[config.mk]
export PLATFORM = sky130hd
export DESIGN_NAME = count_uart_tx
export DESIGN_NICKNAME = d
export VERILOG_FILES = /design/src/rtl/count_uart_pkg.sv /design/src/rtl/count_uart_fifo.sv /design/src/rtl/count_uart_tx.sv
export SDC_FILE = /design/constraint.sdc
export NUM_CORES = 1
export LEC_CHECK = 0
export CAP_MARGIN = 40
export CORE_UTILIZATION = 53
export DETAILED_ROUTE_END_ITERATION = 6
export PLACE_DENSITY = 0.78
export SLEW_MARGIN = 20
export SYNTH_ARGS = -nofsm -noshare
export SYNTH_HDL_FRONTEND = slang
export SYNTH_SLANG_ARGS = --single-unit
[constraint.sdc]
create_clock -name clk -period 2.75 [get_ports clk]
set_clock_uncertainty 0.2 [all_clocks]
set_input_delay 0.275 -clock clk [delete_from_list [all_inputs] [get_ports clk]]
set_output_delay 0.275 -clock clk [all_outputs]
set_load 0.05 [all_outputs]
[src/rtl/count_uart_pkg.sv]
// Shared types and defaults for the counter UART transmitter.
// Holds the frame FSM states and the default timing and buffer sizes.
package count_uart_pkg;

    localparam int DEFAULT_CLKS_PER_BIT = 16;
    localparam int DEFAULT_FIFO_DEPTH   = 4;
    localparam int FRAME_BITS           = 10;  // start + 8 data + stop

    typedef enum logic [1:0] {
        IDLE,
        START,
        DATA,
        STOP
    } uart_state_e;

endpackage

[src/rtl/count_uart_fifo.sv]
// Single-clock byte FIFO with registered full/empty/level flags.
// The read data is the current head entry, shown without waiting for a pop.
module count_uart_fifo
    import count_uart_pkg::*;
#(
    parameter int DEPTH = DEFAULT_FIFO_DEPTH,
    parameter int WIDTH = 8
) (
    input  logic             clk,
    input  logic             rst_n,
    input  logic             wr_en,
    input  logic [WIDTH-1:0] wr_data,
    input  logic             rd_en,
    output logic [WIDTH-1:0] rd_data,
    output logic             full,
    output logic             empty,
    output logic [4:0]       level
);

    localparam int PTR_W = $clog2(DEPTH);

    logic [WIDTH-1:0] mem [DEPTH];
    logic [PTR_W-1:0] wr_ptr;
    logic [PTR_W-1:0] rd_ptr;
    logic             do_wr;
    logic             do_rd;
    logic [4:0]       level_next;

    assign do_wr = wr_en && !full;
    assign do_rd = rd_en && !empty;

    always_comb begin
        level_next = level + {4'b0, do_wr} - {4'b0, do_rd};
    end

    // Pointers wrap naturally because DEPTH is a power of two.
    // NOTE: sequential state uses non-blocking (<=) so every flop samples pre-edge values.
    always_ff @(posedge clk or negedge rst_n) begin
        if (!rst_n) begin
            wr_ptr <= '0;
            rd_ptr <= '0;
            level  <= '0;
            full   <= 1'b0;
            empty  <= 1'b1;
        end else begin
            if (do_wr) wr_ptr <= wr_ptr + PTR_W'(1);
            if (do_rd) rd_ptr <= rd_ptr + PTR_W'(1);
            level <= level_next;
            full  <= (level_next == 5'(DEPTH));
            empty <= (level_next == 5'd0);
        end
    end

    // NOTE: storage is not reset; the level/pointers already mark every entry invalid.
    always_ff @(posedge clk) begin
        if (do_wr) mem[wr_ptr] <= wr_data;
    end

    assign rd_data = mem[rd_ptr];

endmodule

[src/rtl/count_uart_tx.sv]
// 8N1 UART transmitter fed by a small FIFO of counter bytes.
// Frames run back-to-back while bytes are queued; tx comes straight from a flop.
module count_uart_tx
    import count_uart_pkg::*;
#(
    parameter int CLKS_PER_BIT = DEFAULT_CLKS_PER_BIT,
    parameter int FIFO_DEPTH   = DEFAULT_FIFO_DEPTH
) (
    input  logic       clk,
    input  logic       rst_n,
    input  logic [7:0] data_in,
    input  logic       data_valid,
    output logic       data_ready,
    output logic       tx,
    output logic       busy,
    output logic       overflow,
    output logic [4:0] fifo_level
);

    localparam int DATA_BITS = FRAME_BITS - 2;

    uart_state_e state, state_n;
    logic [9:0]  baud, baud_n;
    logic [2:0]  bit_idx, bit_n;
    logic [7:0]  shreg, shreg_n;
    logic        tx_q, tx_n;
    logic        overflow_q;
    logic        bit_end;
    logic        push;
    logic        pop;
    logic        fifo_full;
    logic        fifo_empty;
    logic [7:0]  fifo_head;

    // Readiness comes from registered occupancy, so a same-edge pop never frees a slot.
    assign data_ready = !fifo_full;
    assign push       = data_valid && !fifo_full;

    count_uart_fifo #(
        .DEPTH (FIFO_DEPTH),
        .WIDTH (8)
    ) u_fifo (
        .clk     (clk),
        .rst_n   (rst_n),
        .wr_en   (push),
        .wr_data (data_in),
        .rd_en   (pop),
        .rd_data (fifo_head),
        .full    (fifo_full),
        .empty   (fifo_empty),
        .level   (fifo_level)
    );

    assign bit_end = (baud == 10'(CLKS_PER_BIT - 1));

    // NOTE: every output of this block gets a default first, so no path can infer a latch.
    always_comb begin
        state_n = state;
        baud_n  = baud;
        bit_n   = bit_idx;
        shreg_n = shreg;
        tx_n    = tx_q;
        pop     = 1'b0;

        unique case (state)
            IDLE: begin
                baud_n = '0;
                tx_n   = 1'b1;
                if (!fifo_empty) begin
                    pop     = 1'b1;
                    shreg_n = fifo_head;
                    state_n = START;
                    tx_n    = 1'b0;
                end
            end
            START: begin
                if (bit_end) begin
                    baud_n  = '0;
                    bit_n   = '0;
                    state_n = DATA;
                    tx_n    = shreg[0];
                end else begin
                    baud_n = baud + 10'd1;
                end
            end
            DATA: begin
                if (bit_end) begin
                    baud_n = '0;
                    if (bit_idx == 3'(DATA_BITS - 1)) begin
                        state_n = STOP;
                        tx_n    = 1'b1;
                    end else begin
                        bit_n   = bit_idx + 3'd1;
                        shreg_n = {1'b0, shreg[7:1]};
                        tx_n    = shreg[1];
                    end
                end else begin
                    baud_n = baud + 10'd1;
                end
            end
            STOP: begin
                if (bit_end) begin
                    baud_n = '0;
                    if (!fifo_empty) begin
                        pop     = 1'b1;
                        shreg_n = fifo_head;
                        state_n = START;
                        tx_n    = 1'b0;
                    end else begin
                        state_n = IDLE;
                        tx_n    = 1'b1;
                    end
                end else begin
                    baud_n = baud + 10'd1;
                end
            end
            default: begin
                state_n = IDLE;
                tx_n    = 1'b1;
            end
        endcase
    end

    always_ff @(posedge clk or negedge rst_n) begin
        if (!rst_n) begin
            state      <= IDLE;
            baud       <= '0;
            bit_idx    <= '0;
            shreg      <= '0;
            tx_q       <= 1'b1;
            overflow_q <= 1'b0;
        end else begin
            state   <= state_n;
            baud    <= baud_n;
            bit_idx <= bit_n;
            shreg   <= shreg_n;
            tx_q    <= tx_n;
            if (data_valid && fifo_full) overflow_q <= 1'b1;
        end
    end

    assign tx       = tx_q;
    assign overflow = overflow_q;
    assign busy     = (state != IDLE) || !fifo_empty;

endmodule

==> flow_metrics.env, run 1 <==
export IMPL_final_util=0.679
export IMPL_ys_flop_type="dfrtp_1"
export IMPL_layout_cells_most_common_list="34 x dfrtp_1, 32 x edfxtp_1, 24 x buf_4"
export IMPL_status="finished with violations"
export IMPL_die_area_sq_mm=0.00633
export IMPL_switchingPower_mw=1.63
export IMPL_drt_iter0_markers=98
export IMPL_ys_seq_area_frac=0.585
export IMPL_diodes=0
export IMPL_yosysTopAreaCell="edfxtp_1"
export IMPL_antenna_found_initial=0
export IMPL_grt_ovfl_total=0
export IMPL_critical_path_arrival_ns=2.88
export IMPL_total_power_mw=4.50
export IMPL_reg2reg_depth=12
export IMPL_ctsLongestPathBuffers=2
export IMPL_cp_start_kind="register"
export IMPL_synthDistinctLibCells=42
export IMPL_netlist_top_cells_area="edfxtp_1 30%, dfrtp_1 27%, ha_1 7.1%"
export IMPL_dp_slack_ns=-0.111
export IMPL_synth_edf_count=32
export IMPL_path_clk_slew_ns=0.08
export IMPL_max_slew_margin=0.661
export IMPL_required_ns=2.80
export IMPL_worstSkewPairLatency_ns=0.34
export IMPL_fin_setup_tns_ns=-0.125
export IMPL_internal_power_mw=2.86
export IMPL_slowest_stage="dfrtp_1"
export IMPL_postSynthAreaPerCell_sq_um=14.4
export IMPL_clock_fmax_mhz=353
export IMPL_synth_top_area_frac=0.301
export IMPL_drv_slew=0
export IMPL_wl_per_cell_microns=15.0
export IMPL_min_path_type="input port to async pin"
export IMPL_async_flop_share=0.529
export IMPL_hpwl_microns=3610
export IMPL_io_pins=20
export IMPL_initial_utilization=0.565
export IMPL_numCtsBuffers=9
export IMPL_worst_pin_slew_ns=0.506
export IMPL_setup_viol=2
export IMPL_syn_nets=252
export IMPL_area_delta_synth_final_pct=20.2
export IMPL_ir_drop_mv=0.833
export IMPL_finalWirelength_microns=5190
export IMPL_die_h_microns=79.6
export IMPL_cpMostUsedCell="ha_2"
export IMPL_path_cells="ha_2 > and3_4 > a41oi_2 > nor3_2 > ha_1 > inv_1 > ha_2 > fa_2 > a21o_1 > a21oi_2 > xnor2_2 > nor4b_2"
export IMPL_viasPerCell=5.35
export IMPL_syn_cell_area_sq_mm=0.00319
export IMPL_power_density_mw_per_mm2=1170
export IMPL_fin_nets=299
export IMPL_final_antenna_net_count=0
export IMPL_r2r_end="u_fifo.empty$_DFF_PN1_"
export IMPL_wl_met3_microns=177
export IMPL_p_leak_nw=1.61
export IMPL_yosysWarnings=0
export IMPL_cts_tree="yes"
export IMPL_path_class="register to register"
export IMPL_drv_cap=0
export IMPL_violations="setup timing"
export IMPL_cp_max_fo=3
export IMPL_io_buffers=19
export IMPL_post_route_drc_count=0
export IMPL_vias=1850
export IMPL_seq_area_sq_mm=0.00186
export IMPL_die_x_microns=79.6
export IMPL_gp_congestion=0.801
export IMPL_rows=27
export IMPL_cts_root_buf="clkbuf_8"
export IMPL_ys_ff_latch=68
export IMPL_grt_pass1_vias=1902
export IMPL_fin_ws_ns=-0.0816
export IMPL_netlist_instances=222
export IMPL_grt_pass1_wl_microns=9050
export IMPL_htreeDepth=3
export IMPL_pwr_share_comb=0.490
export IMPL_routed_top_layer="met4"
export IMPL_final_layout_size_suffix_gt1_frac=0.288
export IMPL_final_common_cell="dfrtp_1"
export IMPL_cts_sinks=68
export IMPL_first_pass_iters=4
export IMPL_dr_wl_met2_microns=2430
export IMPL_grt_usage=0.192
export IMPL_clock_power_share=0.161
export IMPL_cp_slowest_stage_delay_ns=0.39
export IMPL_final_min_clock_period_ns=2.83
export IMPL_crit_path_end_kind="register"
export IMPL_seqPwrFrac=0.349
export IMPL_rsz0062_at_grt="true"
export IMPL_multi_input_area_sq_mm=0.00126
export IMPL_grt_max_degree=37
export IMPL_finalHoldViolations=0
export IMPL_fin_crit_sh=1.03
export IMPL_core_sq_mm=0.00564
export IMPL_fillCellCount=376
export IMPL_rrSetupSlack_ns=-0.08
export IMPL_drt_met1_wl_microns=2520
export IMPL_r2r_start="baud[1]$_DFF_PN0_"
export IMPL_p_sw_frac=0.363
## cell usage after synthesis (all sizes together) (5+ instances only)
library cell	instances
clkbuf	5
and3	6
edfxtp	32
inv	13
mux2	17
dfrtp	34
mux4	8
nor3	12
nand2	10
nor2	11
ha	18
xnor2	11
## sequential cells by signal, indices dropped and copies added (netlist names)
register / count
u_fifo.mem: 32
baud: 10
shreg: 8
u_fifo.level: 5
bit_idx: 3
state: 2
u_fifo.rd_ptr: 2
u_fifo.wr_ptr: 2
overflow: 1
tx: 1
u_fifo.empty: 1
u_fifo.full: 1
## power by group through the flow
| stage | registers (mW) | logic (mW) | clock network (mW) |
|---|---|---|---|
| 2_1_floorplan | 1.71 | 1.44 | 0 |
| 3_3_place_gp | 1.58 | 2.05 | 0 |
| 3_5_place_dp | 1.59 | 2.09 | 0 |
| 4_1_cts | 1.57 | 2.21 | 0.752 |
| 5_1_grt | 1.60 | 2.41 | 0.794 |
| 6_report | 1.57 | 2.20 | 0.724 |
## layout make-up
class / count / area share
flip-flops and latches: 68 / 0.486
multi-input cells: 132 / 0.328
repair buffers: 45 / 0.103
clock buffers: 9 / 0.0323
well taps: 72 / 0.0235
clock inverters: 7 / 0.0134
inverters: 13 / 0.0127
## worst max-delay path: cells and delay by family (launching register included)
family                     cells  cell delay, ns
adders and majority gates      4            0.98
and+or+nand+nor                3            0.53
AOI/OAI and AO/OA              3            0.51
DFF                            1            0.39
xor gates and xnor gates       1            0.11
buffers and inverters          1            0.04
## through the flow
step           hold WS (ns)  cells  instance area, sq um
2_1_floorplan        -0.221    222                  3210
3_3_place_gp          0.209    326                  3590
3_5_place_dp          0.219    326                  3590
4_1_cts               0.271    345                  3800
5_1_grt               0.115    346                  3830
6_report              0.109    346                  3830
## layer usage
layer  vias up  track usage
li1        899            -
met1       910        0.265
met2        34        0.292
met3         7       0.0503
met4         0       0.0709
met5         -            0
## worst max-delay path by stage
stage                                  from                      to  slack (ns)  cells past startpoint
after CTS                 baud[1]$_DFF_PN0_   u_fifo.full$_DFF_PN0_       -0.07                     12
after global routing      baud[1]$_DFF_PN0_   u_fifo.full$_DFF_PN0_       -0.24                     12
after floorplan           baud[0]$_DFF_PN0_   u_fifo.full$_DFF_PN0_       0.004                     12
final                     baud[1]$_DFF_PN0_  u_fifo.empty$_DFF_PN1_       -0.08                     12
after detailed placement  baud[0]$_DFF_PN0_  u_fifo.empty$_DFF_PN1_       -0.11                     12
after global placement    baud[0]$_DFF_PN0_  u_fifo.empty$_DFF_PN1_       -0.01                     12
## timing repair
item / CTS / global route
setup endpoints to repair: 2 / 4
pin swaps: 5 / 6
buffers inserted: 2 / 0
resized for setup: 3 / 1
gates cloned: 0 / 0
endpoints found under the hold margin: 34 / 0
hold buffers: 1 / 0
## kinds of logic after synthesis
logic type	after synthesis	share of synthesized area
AO/OA/AOI/OAI	19	0.0463
XOR/XNOR	15	0.0412
adder cells (fa/ha/maj)	19	0.0769
buffers and inverters	22	0.0349
flip-flops	68	0.585
multiplexers	25	0.126
AND/OR/NAND/NOR	54	0.0899
No activity file was read; power rests on OpenSTA's default activity.
==> run 2: changes to the inputs <==
- ABC_AREA: unset -> 1
==> flow_metrics.env, run 2 <==
export IMPL_status="finished with violations"
export IMPL_violations="DRC"
export IMPL_yosysMostFrequentCell="nand2_1"
export IMPL_instances_no_fill=453
export IMPL_final_layout_size_suffix_gt1_frac=0.185
export IMPL_initial_utilization=0.548
export IMPL_viasPerCell=5.20
export IMPL_finalWirelength_microns=6340
export IMPL_final_min_clock_period_ns=2.65
export IMPL_ctsLongestPathBuffers=2
export IMPL_ys_ff_latch=68
export IMPL_crit_path_end_kind="register"
export IMPL_io_pins=20
export IMPL_whs_ns=0.0834
export IMPL_largest_reg_flops=32
export IMPL_worstSkewPairLatency_ns=0.35
export IMPL_grt_pass1_wl_microns=10100
export IMPL_cp_start_kind="register"
export IMPL_cts_root_buf="clkbuf_8"
export IMPL_gp_congestion=0.813
export IMPL_seq_area_sq_mm=0.00186
export IMPL_synth_commonest_cells="104 x nand2_1, 34 x dfrtp_1, 32 x edfxtp_1, 32 x inv_1, 32 x nand3_1"
export IMPL_core_sq_mm=0.00592
export IMPL_layout_cells_most_common_list="101 x nand2_1, 34 x dfrtp_1, 32 x edfxtp_1"
export IMPL_max_slew_margin=0.665
export IMPL_first_pass_iters=7
export IMPL_required_ns=2.83
export IMPL_ys_flop_type="dfrtp_1"
export IMPL_vias=2357
export IMPL_grt_ovfl_total=0
export IMPL_antenna_found_initial=0
export IMPL_fin_nets=403
export IMPL_cts_sinks=68
export IMPL_rows=28
export IMPL_worst_pin_slew_ns=0.500
export IMPL_die_h_microns=80.3
export IMPL_drv_cap=0
export IMPL_setup_viol=0
export IMPL_fillCellCount=457
export IMPL_hpwl_microns=4160
export IMPL_p_leak_nw=1.77
export IMPL_area_delta_synth_final_pct=21.3
export IMPL_ir_drop_mv=0.562
export IMPL_final_common_cell="nand2_1"
export IMPL_numCtsBuffers=9
export IMPL_synth_edf_count=32
export IMPL_grt_pass1_vias=2172
export IMPL_htreeDepth=3
export IMPL_synth_top_area_frac=0.296
export IMPL_power_density_mw_per_mm2=825
export IMPL_cts_tree="yes"
export IMPL_netlist_instances=331
export IMPL_path_class="register to register"
export IMPL_syn_nets=361
export IMPL_yosysTopAreaCell="edfxtp_1"
export IMPL_reg_top3="u_fifo.mem: 32 flops, baud: 10 flops, shreg: 8 flops"
export IMPL_drv_slew=0
export IMPL_final_antenna_net_count=0
export IMPL_io_buffers=19
export IMPL_die_area_sq_mm=0.00644
export IMPL_diodes=0
export IMPL_ys_seq_area_frac=0.574
export IMPL_critical_path_arrival_ns=2.73
export IMPL_grt_max_degree=37
export IMPL_die_x_microns=80.3
export IMPL_wl_per_cell_microns=14.0
export IMPL_min_path_type="input port to async pin"
export IMPL_netlist_top_cells_area="edfxtp_1 30%, dfrtp_1 26%, nand2_1 12%"
export IMPL_yosysWarnings=0
export IMPL_async_flop_share=0.529
export IMPL_grt_usage=0.215
export IMPL_multi_input_area_sq_mm=0.00133
export IMPL_rrSetupSlack_ns=0.1
export IMPL_cp_max_fo=4
export IMPL_post_route_drc_count=1
export IMPL_postSynthAreaPerCell_sq_um=9.81
export IMPL_fin_crit_sh=0.964
export IMPL_dpl_cell_count=431
export IMPL_path_clk_slew_ns=0.07
export IMPL_top_register="u_fifo.mem"
export IMPL_finalHoldViolations=0
export IMPL_synthDistinctLibCells=33
export IMPL_clock_fmax_mhz=377
export IMPL_syn_cell_area_sq_mm=0.00325
export IMPL_drt_iter0_markers=128
[run 2: changes by cell type after synthesis, sizes merged, moves of 5 or more]
cell / change
nand2: +99
inv: +21
nand3: +30
clkbuf: -5
xnor2: -9
nor3: -8
mux2: -17
mux4: -8
o21ai: +6
and3: -6
nor2: +13
[run 2: kinds of logic (layout without fill, tap and decap cells)]
logic type      Yosys count  after routing  synth area share
buf+inv                  39             86            0.0501
xor+xnor                  9              9            0.0243
fa+ha+maj                19             19            0.0755
flops                    68             68             0.574
compound gates           22             22            0.0443
simple gates            174            174             0.232
[run 2: layout make-up]
type                    instances  area share
clock buffers                   9      0.0314
multi-input cells             224       0.338
repair buffers                 36      0.0832
inverters                      34      0.0330
clock inverters                 7      0.0172
well taps                      75      0.0238
flip-flops and latches         68       0.473
[run 2: stage by stage]
stage	instance area [sq um]	TNS (ns)	power, mW	worst slack [ns]	util
2_1_floorplan	3250	0	1.97	0.107	-
3_3_place_gp	3580	0	2.23	0.0740	0.604
3_5_place_dp	3580	0	2.26	0.00751	0.604
4_1_cts	3780	-0.00857	3.06	-0.00857	0.638
5_1_grt	3940	-0.0324	3.43	-0.0253	0.665
6_report	3940	0	3.25	0.0992	0.665
[run 2: layer usage]
metal  part of all wire  track usage  wire length [microns]  up-vias
met5                  0            0                      0        -
met4              0.019       0.0786                    118        0
met3              0.052       0.0716                    328       12
met2               0.49        0.339                   3120       70
met1               0.44        0.276                   2770     1108
li1                   -            -                      -     1167
[run 2: critical path, cell delays in order (launching register included)]
cell	delay, ns
dfrtp_1	0.42
ha_2	0.21
inv_2	0.06
nor2_2	0.04
nand3_1	0.10
nand2_2	0.08
nand2_2	0.08
inv_2	0.05
ha_4	0.25
inv_2	0.04
ha_4	0.16
fa_2	0.39
nand3_2	0.08
nand2_2	0.09
xor2_4	0.18
nor3_2	0.16
[run 2: path summary, 6_finish.rpt]
check,start,end,cells past startpoint
hold / removal,rst_n,shreg[0]$_DFFE_PN0P_,2
setup reg to reg,state[1]$_DFFE_PN0P_,u_fifo.empty$_DFF_PN1_,15
hold reg to reg,overflow$_DFFE_PN0P_,overflow$_DFFE_PN0P_,1
min in group clk,overflow$_DFFE_PN0P_,overflow$_DFFE_PN0P_,1
max in group asynchronous,rst_n,u_fifo.empty$_DFF_PN1_,3
setup / recovery,state[1]$_DFFE_PN0P_,u_fifo.empty$_DFF_PN1_,15
[run 2: power breakdown]
part,switching [mW],internal [mW],leakage (nW)
Sequential,0.0890,1.27,0.742
Clock,0.384,0.413,0.0926
Combinational,0.698,0.396,0.932
[run 2: what timing repair did]
action,CTS,global route
setup endpoints to repair,2,3
pin swaps,1,11
hold buffers,1,0
hold endpoints to repair,34,0
setup buffers,0,4
resized for setup,0,24
